File: config.mk
export PLATFORM = sky130hd
export DESIGN_NAME = reg_arbiter
export DESIGN_NICKNAME = d
export VERILOG_FILES = /design/src/rtl/reg_arbiter.sv
export SDC_FILE = /design/constraint.sdc
export NUM_CORES = 1
export LEC_CHECK = 0
export BUFFER_PORTS_ARGS = -buffer_cell sky130_fd_sc_hd__buf_2
export CAP_MARGIN = 20
export CORE_MARGIN = 1.5
export CORE_UTILIZATION = 60
export CTS_CLUSTER_DIAMETER = 120
export DETAILED_ROUTE_END_ITERATION = 10
export GPL_ROUTABILITY_DRIVEN = 0
export HOLD_SLACK_MARGIN = 0.05
export PLACE_DENSITY = 0.81
export SETUP_SLACK_MARGIN = 0.1
export SYNTH_ARGS = -nofsm -noshare
export SYNTH_HDL_FRONTEND = slang
export SYNTH_SLANG_ARGS = --single-unit
File: constraint.sdc
create_clock -name clk_i -period 2.7 [get_ports clk_i]
set_input_delay 0.54 -clock clk_i [delete_from_list [all_inputs] [get_ports clk_i]]
set_output_delay 0.54 -clock clk_i [all_outputs]
set_load 0.02 [all_outputs]
File: src/rtl/reg_arbiter.sv
// rtl/reg_arbiter.sv - single-port register file arbiter for SPI writes, engine reads and SPI read-back refresh
//
// Owns NUM_REGS x 8-bit registers. Exactly one array access per cycle, chosen by priority:
// starved engine read, pending SPI write commit, engine read, then SPI read-back refresh.
//
// Ports:
//   clk_i, rst_ni                      clock, asynchronous active-low reset
//   spi_addr_i, spi_wdata_i, spi_we_i  SPI register write (single-cycle strobe) and read-back address
//   spi_rdata_o                        SPI read-back byte, updated in refresh cycles
//   eng_req_i, eng_addr_i              engine read request, held until granted
//   eng_gnt_o                          engine read accepted this cycle
//   eng_rvalid_o, eng_rdata_o          engine read data, valid one cycle after grant
//   ovr_o                              sticky SPI write overrun flag
module reg_arbiter #(
  parameter int NUM_REGS = 32,
  parameter int ADDR_W   = 7
) (
  input  logic              clk_i,
  input  logic              rst_ni,
  input  logic [ADDR_W-1:0] spi_addr_i,
  input  logic [7:0]        spi_wdata_i,
  input  logic              spi_we_i,
  output logic [7:0]        spi_rdata_o,
  input  logic              eng_req_i,
  input  logic [ADDR_W-1:0] eng_addr_i,
  output logic              eng_gnt_o,
  output logic              eng_rvalid_o,
  output logic [7:0]        eng_rdata_o,
  output logic              ovr_o
);

  localparam int              IDX_W      = (NUM_REGS > 1) ? $clog2(NUM_REGS) : 1;
  localparam logic [ADDR_W:0] NUM_REGS_A = (ADDR_W + 1)'(NUM_REGS);

  function automatic logic is_mapped(input logic [ADDR_W-1:0] a);
    return {1'b0, a} < NUM_REGS_A;
  endfunction

  logic [7:0]        mem_q [NUM_REGS];

  logic              pend_valid_q, pend_valid_d;
  logic [ADDR_W-1:0] pend_addr_q,  pend_addr_d;
  logic [7:0]        pend_data_q,  pend_data_d;
  logic              starve_q,     starve_d;
  logic              ovr_q,        ovr_d;
  logic [7:0]        spi_rdata_q,  spi_rdata_d;
  logic              eng_rvalid_q, eng_rvalid_d;
  logic [7:0]        eng_rdata_q,  eng_rdata_d;

  logic              eng_slot;
  logic              commit;
  logic              refresh;
  logic [7:0]        eng_data;
  logic [7:0]        spi_data;

  // Slot selection. A starved engine beats a pending write; otherwise a pending
  // write goes first and marks the engine starved so it wins the next cycle.
  always_comb begin
    eng_slot = eng_req_i && (starve_q || !pend_valid_q);
    commit   = pend_valid_q && !eng_slot;
    refresh  = !eng_req_i && !pend_valid_q;
  end

  // Engine read data. A pending write to the same address forwards its data,
  // since the array still holds the stale value until commit.
  always_comb begin
    eng_data = 8'h00;
    if (is_mapped(eng_addr_i)) begin
      if (pend_valid_q && (pend_addr_q == eng_addr_i)) begin
        eng_data = pend_data_q;
      end else begin
        eng_data = mem_q[eng_addr_i[IDX_W-1:0]];
      end
    end
  end

  // Refresh only runs with the buffer empty, so no forwarding is needed here.
  always_comb begin
    spi_data = 8'h00;
    if (is_mapped(spi_addr_i)) begin
      spi_data = mem_q[spi_addr_i[IDX_W-1:0]];
    end
  end

  always_comb begin
    pend_valid_d = pend_valid_q;
    pend_addr_d  = pend_addr_q;
    pend_data_d  = pend_data_q;
    starve_d     = starve_q;
    ovr_d        = ovr_q;
    spi_rdata_d  = spi_rdata_q;
    eng_rvalid_d = eng_slot;
    eng_rdata_d  = eng_rdata_q;

    // A new write in the same cycle as a commit refills the buffer cleanly;
    // only a write landing on an uncommitted entry is an overrun.
    if (spi_we_i) begin
      pend_valid_d = 1'b1;
      pend_addr_d  = spi_addr_i;
      pend_data_d  = spi_wdata_i;
      if (pend_valid_q && !commit) begin
        ovr_d = 1'b1;
      end
    end else if (commit) begin
      pend_valid_d = 1'b0;
    end

    if (eng_slot) begin
      starve_d = 1'b0;
    end else if (commit && eng_req_i) begin
      starve_d = 1'b1;
    end

    if (eng_slot) begin
      eng_rdata_d = eng_data;
    end

    if (refresh) begin
      spi_rdata_d = spi_data;
    end
  end

  always_ff @(posedge clk_i or negedge rst_ni) begin
    if (!rst_ni) begin
      for (int i = 0; i < NUM_REGS; i++) begin
        mem_q[i] <= 8'h00;
      end
      pend_valid_q <= 1'b0;
      pend_addr_q  <= '0;
      pend_data_q  <= 8'h00;
      starve_q     <= 1'b0;
      ovr_q        <= 1'b0;
      spi_rdata_q  <= 8'h00;
      eng_rvalid_q <= 1'b0;
      eng_rdata_q  <= 8'h00;
    end else begin
      if (commit && is_mapped(pend_addr_q)) begin
        mem_q[pend_addr_q[IDX_W-1:0]] <= pend_data_q;
      end
      pend_valid_q <= pend_valid_d;
      pend_addr_q  <= pend_addr_d;
      pend_data_q  <= pend_data_d;
      starve_q     <= starve_d;
      ovr_q        <= ovr_d;
      spi_rdata_q  <= spi_rdata_d;
      eng_rvalid_q <= eng_rvalid_d;
      eng_rdata_q  <= eng_rdata_d;
    end
  end

  assign spi_rdata_o  = spi_rdata_q;
  assign eng_gnt_o    = eng_slot;
  assign eng_rvalid_o = eng_rvalid_q;
  assign eng_rdata_o  = eng_rdata_q;
  assign ovr_o        = ovr_q;

endmodule

# Word-level counts from Yosys, hierarchy flattened

Cells that the tools add are included.
Widths: inputs -> output; s select.

Order comparisons: 7
Equal/unequal tests: 1
Mux-type cells: 16
Bitwise operators: 3
Reduce and logical (&&, ||, !) cells: 16

Operator list:

| operator           | number |
|---|---|
| $bwmux 256         | 1 |
| $bmux 8 s5         | 2 |
| $mux 8             | 8 |
| $demux 8 s5        | 1 |
| $lt 7x6->1 const B | 3 |
| $ge 6x6->1 const B | 3 |
| $not 5->6          | 3 |
| $logic_and 1x1->1  | 8 |
| $eq 7x7->1         | 1 |
| $lt 6x1->1 const B | 1 |
| $logic_not 1->1    | 4 |
| $mux 1             | 4 |
| $reduce_bool 2->1  | 2 |
| $reduce_and 2->1   | 1 |
| $logic_or 1x1->1   | 1 |

Register bits: 291
Bits of input ports: 26
Output and inout port bits: 19
Logic and storage cells: 83

# Logic depth before layout (Yosys ltp)

Gate-level depths: netlist of run 1.

Depth after elaboration: 8
Mapped depth: 8
Gate-level depth less buffers: 5

# Worst setup path before layout of run 1

OpenSTA, ideal clock, no wires.

Kind: input-to-reg
Start point: in spi_addr_i[0]
End point: reg spi_rdata_q[3], in the netlist spi_rdata_o[3]
Library setup time: 121 ps
Arrival time: 1,973 ps
Data required time: 2,579 ps
Slack: 606 ps
Stages: 6
Buffers on the path: 2
Cells stage by stage: buf_4 -> buf_2 -> mux4_2 -> o221ai_1 -> o21ai_0 -> a22o_1

Cells in the longest elaborated chain, start to end: 5
Elaborated cells between the ends (all ways): 6
Classes of those cells: order compare: 1; mux: 4; bitwise: 1

RTL lines:

| item                                       | RTL line | source |
|---|---|---|
| start: declaration                         | 20       | `input logic [ADDR_W-1:0] spi_addr_i,` |
| $not 5->6 (not written as such)            | 81       | `spi_data = mem_q[spi_addr_i[IDX_W-1:0]];` |
| $bmux 8 s5                                 | 81       |  |
| $mux 8 (not written as such) (2 in series) | 81       |  |
| $mux 8 *                                   | 80       | `if (is_mapped(spi_addr_i)) begin` |
| end signal: assignment                     | 145      | `spi_rdata_q <= spi_rdata_d;` |
| end: declaration                           | 46       | `logic [7:0] spi_rdata_q, spi_rdata_d;` |

Mark *: on every way between the ends. The rest lies on a longest branch, timed or not. The select of a mux whose other input is x is not followed.
A chain may end at the register's enable or synchronous reset.

# Worst setup path in the final report of run 1

Start point: reg starve_q
End point: out eng_gnt_o

Cells in the longest elaborated chain, start to end: 2

RTL lines:

| item                     | RTL line | source |
|---|---|---|
| start: declaration       | 44       | `logic starve_q, starve_d;` |
| start signal: assignment | 143      | `starve_q <= starve_d;` |
| $logic_or 1x1->1         | 59       | `eng_slot = eng_req_i && (starve_q \|\| !pend_valid_q);` |
| $logic_and 1x1->1        | 59       |  |
| end: declaration         | 26       | `output logic eng_gnt_o,` |

Every way passes these cells.

==> run metrics, run 1 <==
Setup-failing EPs final=0; Synth cell types=between 40 and 50; 1st-iter DRT viols=between 1000 and 1500; Post-Synth XOR/XNOR Area=0.398%; FFs w/ async S/R, synth=100%; EDFF count, synth=0; post-synthesis register bit count=~290; unrepaired setup endpoints after global routing=no; Critical Path Source=starve_q; Die W=163 um; Final WS setup=approximately 0.28 ns; Slew Limit Fails=0; # IOs=45; via density per instance=6.93; vias in the first global route=around 11000; Bufs and invs on worst path=2; area grow syn2layout=12.9%; sequential area share after synthesis=between 40% and 50%; # diodes=0; Most used DFF post-synth=dfrtp_1; crit share post-route=89.7%; kind of cell adding the most delay to the critical path=simple AND/OR/NAND/NOR gates; R2R cell count=5; final hold slack=~0.21 ns; num rows=just under 60; Detail Placement HPWL=28000 um; non-filler cells, final=1481; CTS tree=yes; detailed-route wire length per cell=28.0 um; worst hold path class=in2reg; Post-DRT Antenna Nets=0; Syn Area/Cell=14.5 sq um; first-pass GRT wire length=64100 um; slowest cell delay on critical path=0.42 ns; Static Leak=8.11 nW; sequence of cells on the critical path=nand2b_1 -> nand2_1 -> inv_1 -> buf_2; crit-path max FO=10; Mapped Area=0.0154 sq mm; final design instance area without fill=0.0174 sq mm; P per Cell Area=~700 mW/mm^2; WHS Endpoint=pend_data_q[5]; PostCTS Resize Cnt=0; largest net degree at the start of global routing=70; dpl cell area=approximately 0.016 sq mm; IO Port Bufs=between 40 and 50; Synth Instances=between 1000 and 1500; drt total wl=41500 um; Slew @ Worst Pin=0.775 ns; Critical Path RT=2.16 ns; placed insts=1424; clk slew on worst S/H paths=0.06 ns; pre-CTS setup slack=~0.24 ns; Comb pwr share=18.7%; Hold Crit Start=spi_wdata_i[5]; Synth Area in Compound Gates=7.08%; Layout Skew=between 0.015 and 0.02 ns; via count=10300; TritonCTS Sinks=291; gr usage total=between 30% and 40%; Final Util=69.1%; antenna violations before repair=0; Sw Ratio=27.8%; startpoint class of the critical path=flip-flop; Core Region=approximately 0.025 sq mm; Synth Area in Simple Gates=around 3.8%; Starting Density=61.2%; GRT Residual Overflow=0; NetSw=3.40 mW; critical path arrival=between 1.5 and 2 ns; Crit Reg-Reg Startpoint=starve_q; First-pass DRT Iterations=6; Synth Area in Adders=0%; Slew HR=48.3%; Net Count, Synth=1090; Flop pwr share=45.8%; Fin. Hold Viols=0; nets@finish=1154; Pwr Total=12.2 mW; Tmin final=2.42 ns; Worst setup EP type=output port; number of max-cap violations=0; Max IR drop VDD=0.733 mV; htree depth=1; reg-to-reg endpoint=mem_q[32]; setup TNS=0 ns; fraction of layout cells with a size suffix above 1=49.3%; internal power=8.81 mW; flop2flop setup slack=around 0.44 ns; slowest CP cell=dfrtp_1; Vert. Die Dim=around 160 um; CTS root buf=clkbuf_16; total CTS buffers=30; Worst-Skew Late Latency=0.57 ns; Max Buffers Root-to-Sink=3; die area=0.0267 sq mm; mux cell area share after synthesis=38.4%; Warnings, synthesis=0; largest family of logic cells by synthesized area=multiplexers; Max Freq=413 MHz; outcome=finished, final reports clean; hold depth=2; clock power share=35.5%; DRC=0; kind of critical path=reg2out
[cell type report]
class	instances	area, sq um
fill	1662	7770
multi-input combinational	680	7660
sequential	291	7280
timing repair buffer	122	1010
clock buffer	43	891
tap	330	413
clock inverter	12	138
inverter	3	11.3
[kinds of logic after synthesis]
| family | Yosys count |
|---|---|
| muxes | 456 |
| buffers and inverters | 93 |
| AOI/OAI and AO/OA | 140 |
| DFF | 291 |
| xor gates and xnor gates | 7 |
| and+or+nand+nor | 77 |
[state kept, by name, indices dropped and copies added, names as in the netlist]
name	cells
eng_rdata_o	8
eng_rvalid_o	1
spi_rdata_o	8
ovr_o	1
mem_q	256
starve_q	1
pend_addr_q	7
pend_data_q	8
pend_valid_q	1
[Yosys cell counts, drive strengths merged (10+ instances only)]
master / number / area share, %
dfrtp: 291 / 47
mux2: 271 / 20
mux2i: 105 / 6.8
mux4: 80 / 12
clkbuf: 48 / 1.2
buf: 42 / 1.8
nor2: 29 / 1.1
a22o: 24 / 1.4
a22oi: 24 / 1.2
a21oi: 16 / 0.52
a221oi: 16 / 1.0
o221ai: 16 / 0.91
o22ai: 16 / 0.65
nor2b: 10 / 0.41
[worst max-delay path by stage]
stage	end	depth (start not counted)
final	eng_gnt_o	4
after global routing	eng_gnt_o	4
after CTS	eng_gnt_o	4
after detailed placement	spi_rdata_o[3]	6
after global placement	spi_rdata_o[3]	6
after floorplan	spi_rdata_o[3]	6
[routing by layer]
metal  vias to the layer above  GRT usage [%]  wire length [um]
met1                      5389           44.1             16800
li1                       4252              -                 -
met2                       494           49.8             18900
met4                         0           13.8              1940
met5                         -              0                 0
met3                       128           7.47              3780
[repair_timing]
item	4_1_cts	5_1_grt
buffers inserted	0	0
hold endpoints to repair	61	0
hold buffers	1	0
[power groups by stage]
stage               clock network, mW  registers (mW)  logic (mW)
global route                     4.53            5.68        2.42
CTS                              4.36            5.59        2.25
detailed placement                  0            5.66        2.23
floorplan                           0            5.47        1.60
finish                           4.33            5.60        2.28
global placement                    0            5.61        2.15
[cell usage in the layout (no fill, tap or decap), types with 3 or more instances in the layout]
master,instances
xnor2_1,7
clkbuf_8,7
bufinv_16,3
clkinv_2,8
a22oi_1,24
nor2b_1,8
a211oi_1,8
o221ai_1,16
inv_1,3
o22ai_1,16
nand4b_4,3
mux2_2,267
o41ai_1,8
buf_12,14
nand2b_1,5
nand2_1,5
clkbuf_1,5
mux4_2,80
a22o_1,24
mux2i_1,105
dfrtp_1,291
clkbuf_16,31
buf_4,63
a221oi_2,3
nand3b_1,5
nor2_1,4
o21ai_0,8
mux2_4,3
nor2_2,25
a221oi_1,13
a21oi_1,16
buf_2,41
Power figures use the tool's default switching activity.
==> inputs of run 2 (changes only) <==
- RECOVER_POWER: not set -> 100
- SKIP_CTS_REPAIR_TIMING: not set -> 1
==> run 2 against run 1 <==
Compared with the run above:
- the run now ends with capacitance limit, slew limit left
- largest power group unchanged
- routed wire length increased by 0.14%
- combinational power about the same
- via count is 0.45% higher
- largest cell class unchanged
- highest routed layer unchanged
- worst setup slack worse by 0.11 ns
- register-to-register slack worse by 0.22 ns
==> run metrics, run 2 (synthesis gave the netlist of run 1 again) <==
Starting Density=61.2%; gr usage total=about a third; drt total wl=slightly above 40000 um; num rows=58; largest net degree at the start of global routing=70; antenna violations before repair=0; non-filler cells, final=1481; max reg flops=256; Worst-Skew Late Latency=approximately 0.57 ns; Static Leak=7.93 nW; Slew HR=-35.2%; Setup-failing EPs final=0; first-pass GRT wire length=about 64000 um; clk slew on worst S/H paths=0.06 ns; pre-CTS setup slack=0.241 ns; most frequent cells in the layout=dfrtp_1 (291), mux2_2 (267), mux2i_1 (105); Final Util=68.3%; final hold slack=0.211 ns; setup TNS=0 ns; multi-input gate area in the final layout=0.00757 sq mm; # diodes=0; First-pass DRT Iterations=6; total CTS buffers=30; 1st-iter DRT viols=1085; outcome=finished, violations left; nets@finish=about 1200; TritonCTS Sinks=291; via density per instance=6.96; fraction of layout cells with a size suffix above 1=44.8%; crit-path max FO=38; Final WS setup=roughly 0.17 ns; Max IR drop VDD=0.735 mV; Core Region=0.0252 sq mm; Slew @ Worst Pin=2.03 ns; Critical Path RT=3.20 ns; detailed-route wire length per cell=28.1 um; register bank with the most flops=mem_q; crit share post-route=between 90 and 100%; GRT Residual Overflow=0; vias in the first global route=approximately 10000; Pwr Total=between 10 and 15 mW; Slew Limit Fails=66; unrepaired setup endpoints after global routing=no; via count=10300; number of max-cap violations=1; Max Freq=395 MHz; number of fillers in the final layout=1724; Layout Skew=about 0.02 ns; # IOs=45; startpoint class of the critical path=primary input; P per Cell Area=roughly 710 mW/mm^2; violated checks=capacitance limit, slew limit; area grow syn2layout=11.7%; placed insts=~1400; kind of critical path=in2reg; die area=0.0267 sq mm; critical path arrival=3.04 ns; worst hold path class=in2reg; CTS root buf=clkbuf_16; Max Buffers Root-to-Sink=3; Worst setup EP type=flip-flop; CTS tree=yes; Post-DRT Antenna Nets=0; htree depth=1; final design instance area without fill=0.0172 sq mm; dpl cell area=0.0164 sq mm; Vert. Die Dim=about 160 um; commonest non-fill, non-tap cell in the layout=dfrtp_1; Storage cell area=0.00728 sq mm; Die W=163 um; Fin. Hold Viols=0; IO Port Bufs=44; Tmin final=2.53 ns; DRC=0; flop2flop setup slack=0.22 ns; Detail Placement HPWL=28000 um
==> run 2: cell types whose count changed in the layout (fill, tap and decap cells not counted), moves of 2 or more <==
cell,delta
nand4b_2,+2
buf_4,-20
buf_2,-20
clkbuf_2,+9
nand4b_4,-2
clkbuf_1,+32
nor2_1,+15
nor2_2,-15
==> run 2: metal layers <==
metal	up-vias	track usage [%]	wire [um]
li1	4254	-	-
met1	5404	44.1	16700
met2	517	49.8	19000
met3	134	7.47	3840
met4	0	13.8	2040
met5	-	0	0
==> run 2: critical path, cell delays in order <==
cell	delay [ns]
buf_2	0.11
buf_12	0.28
clkbuf_1	0.77
mux4_2	0.36
o22ai_1	0.08
o21ai_0	0.65
a22o_1	0.24
==> run 2: worst paths after layout <==
path	endpoint	depth (start not counted)	startpoint
setup / recovery	spi_rdata_o[1]	7	spi_addr_i[1]
hold / removal	pend_data_q[5]	2	spi_wdata_i[5]
setup reg to reg	mem_q[170]	5	starve_q
hold reg to reg	ovr_o	1	ovr_o
max in group asynchronous	mem_q[232]	2	rst_ni
min in group asynchronous	mem_q[97]	2	rst_ni
==> run 2: power breakdown <==
group          switching, mW  leakage [nW]  internal, mW
Combinational           1.05          3.49          1.20
Clock                   1.76         0.512          2.57
Sequential             0.568          3.93          5.03
==> run 2: layout make-up <==
type	count	area share, %
Clock buffer	43	5.18
Clock inverter	12	0.800
Inverter	3	0.0654
Multi-Input combinational cell	680	44.0
Sequential cell	291	42.3
Tap cell	330	2.40
Timing Repair Buffer	122	5.29
==> inputs of run 3 (changes only) <==
==> constraint.sdc (replaced) <==
create_clock -name clk_i -period 2.7 [get_ports clk_i]
set_input_delay 0.27 -clock clk_i [delete_from_list [all_inputs] [get_ports clk_i]]
set_output_delay 0.27 -clock clk_i [all_outputs]
set_load 0.02 [all_outputs]
==> run 3 against run 2 <==
Compared with the run above:
- the run still ends with capacitance limit, slew limit left
- clock-buffer cell count up 4
- routed wire length shrank 1.5%
- worst setup slack worse by 0.035 ns
- first-iteration DRC count is 3.4% lower
- non-clock buffer count down 17
- sequential cell count is the same
- final cell count shrank 1.2%
- core utilization fell by 0.62 points
- critical path depth decreased by 3
- highest routed layer unchanged
==> run metrics, run 3 (synthesis gave the netlist of run 1 again) <==
Static Leak=7.82 nW; Slew HR=-25.9%; Storage cell area=0.00728 sq mm; Slew @ Worst Pin=1.89 ns; htree depth=1; Max Freq=~390 MHz; setup TNS=0 ns; die area=0.0267 sq mm; largest net degree at the start of global routing=76; total CTS buffers=31; num rows=58; detailed-route wire length per cell=28.0 um; R2R cell count=4; critical path arrival=3.00 ns; nets@finish=1138; crit share post-route=95.1%; Hold Crit Start=spi_addr_i[4]; # IOs=45; register bank with the most flops=mem_q; First-pass DRT Iterations=5; Critical Path Source=pend_addr_q[6]; kind of critical path=reg2reg; P per Cell Area=approximately 700 mW/mm^2; Worst setup EP type=flip-flop; reg-to-reg endpoint=mem_q[160]; Die W=~160 um; number of max-cap violations=7; Max IR drop VDD=0.590 mV; Tmin final=2.57 ns; flop2flop setup slack=0.13 ns; DRC=0; most frequent cells in the layout=dfrtp_1 (291), mux2_2 (266), mux2i_1 (105); CTS root buf=clkbuf_16; max reg flops=between 200 and 300; Vert. Die Dim=about 160 um; final design instance area without fill=0.0171 sq mm; commonest non-fill, non-tap cell in the layout=dfrtp_1; hold depth=2; area grow syn2layout=10.7%; Slew Limit Fails=210; crit-path max FO=8; drt total wl=between 40000 and 50000 um; worst hold path class=in2reg; Critical Path End=mem_q[160]; dpl cell area=between 0.015 and 0.02 sq mm; CTS tree=yes; number of fillers in the final layout=1762; antenna violations before repair=1; Pwr Total=~12 mW; Core Region=0.0252 sq mm; violated checks=capacitance limit, slew limit; GRT Residual Overflow=0; via density per instance=6.95; fraction of layout cells with a size suffix above 1=43.1%; startpoint class of the critical path=flip-flop; Crit Reg-Reg Startpoint=pend_addr_q[6]; clk slew on worst S/H paths=0.06 ns; Critical Path RT=3.14 ns; Setup-failing EPs final=0; Max Buffers Root-to-Sink=3; Post-DRT Antenna Nets=0; Detail Placement HPWL=26600 um; via count=10200; Fin. Hold Viols=0; Layout Skew=approximately 0.015 ns; TritonCTS Sinks=291; Worst-Skew Late Latency=0.56 ns; vias in the first global route=10600; 1st-iter DRT viols=1048; unrepaired setup endpoints after global routing=no; multi-input gate area in the final layout=0.00762 sq mm; Starting Density=about three fifths; outcome=finished, violations left; gr usage total=approximately 32%; first-pass GRT wire length=64200 um; IO Port Bufs=44
[run 3: cell count changes in the layout (fill, tap and decap cells not counted), moves of 3 or more]
cell,before,now
buf_12,14,6
buf_4,43,24
bufinv_16,3,0
clkbuf_2,9,3
clkbuf_8,7,11
clkinv_2,8,4
dlygate4sd3_1,1,12
mux2_1,2,5
nor2_1,19,13
nor2_2,10,16
[run 3: worst min path at each step]
stage	slack, ns	to
after floorplan	-0.03	eng_rdata_o[0]
after global placement	0.29	mem_q[113]
after detailed placement	0.30	mem_q[120]
after CTS	-0.29	mem_q[120]
after global routing	0.07	pend_addr_q[4]
final	0.07	pend_addr_q[4]
[run 3: area by class of cell]
class                   count  area share, %
clock inverters             6          0.220
inverters                   3         0.0660
repair buffers            105           4.36
clock buffers              47           5.55
diodes                      1         0.0147
multi-input cells         680           44.7
well taps                 330           2.42
flip-flops and latches    291           42.7
[run 3: per-stage QoR]
step / setup WS (ns) / hold slack, ns / instances / utilization (%)
6_report: 0.134 / 0.0697 / 1463 / 67.7
5_1_grt: 0.0998 / 0.0695 / 1463 / 67.7
4_1_cts: 0.323 / -0.295 / 1449 / 67.7
3_5_place_dp: 0.342 / 0.296 / 1396 / 63.8
3_3_place_gp: 0.0217 / 0.293 / 1395 / 63.8
2_1_floorplan: 0.828 / -0.0256 / 1064 / -
[run 3: critical path, stage by stage (launching register included)]
cell	delay, ns
dfrtp_1	0.44
a2111oi_4	0.48
nand3_2	0.42
nor2_1	0.70
mux2_2	0.41
[run 3: where the power goes]
group	total (mW)	leakage (nW)	internal (mW)	switching, mW
sequential	5.58	3.93	5.03	0.547
combinational	2.24	3.40	1.17	1.07
clock	4.11	0.491	2.39	1.72
total	11.9	7.82	8.59	3.33
[run 3: routing by layer]
metal	track usage (%)	wire length, um	up-vias
li1	-	-	4228
met1	44.2	16600	5317
met2	49.7	19200	504
met3	6.04	3350	122
met4	14.3	1840	0
met5	0	0	-
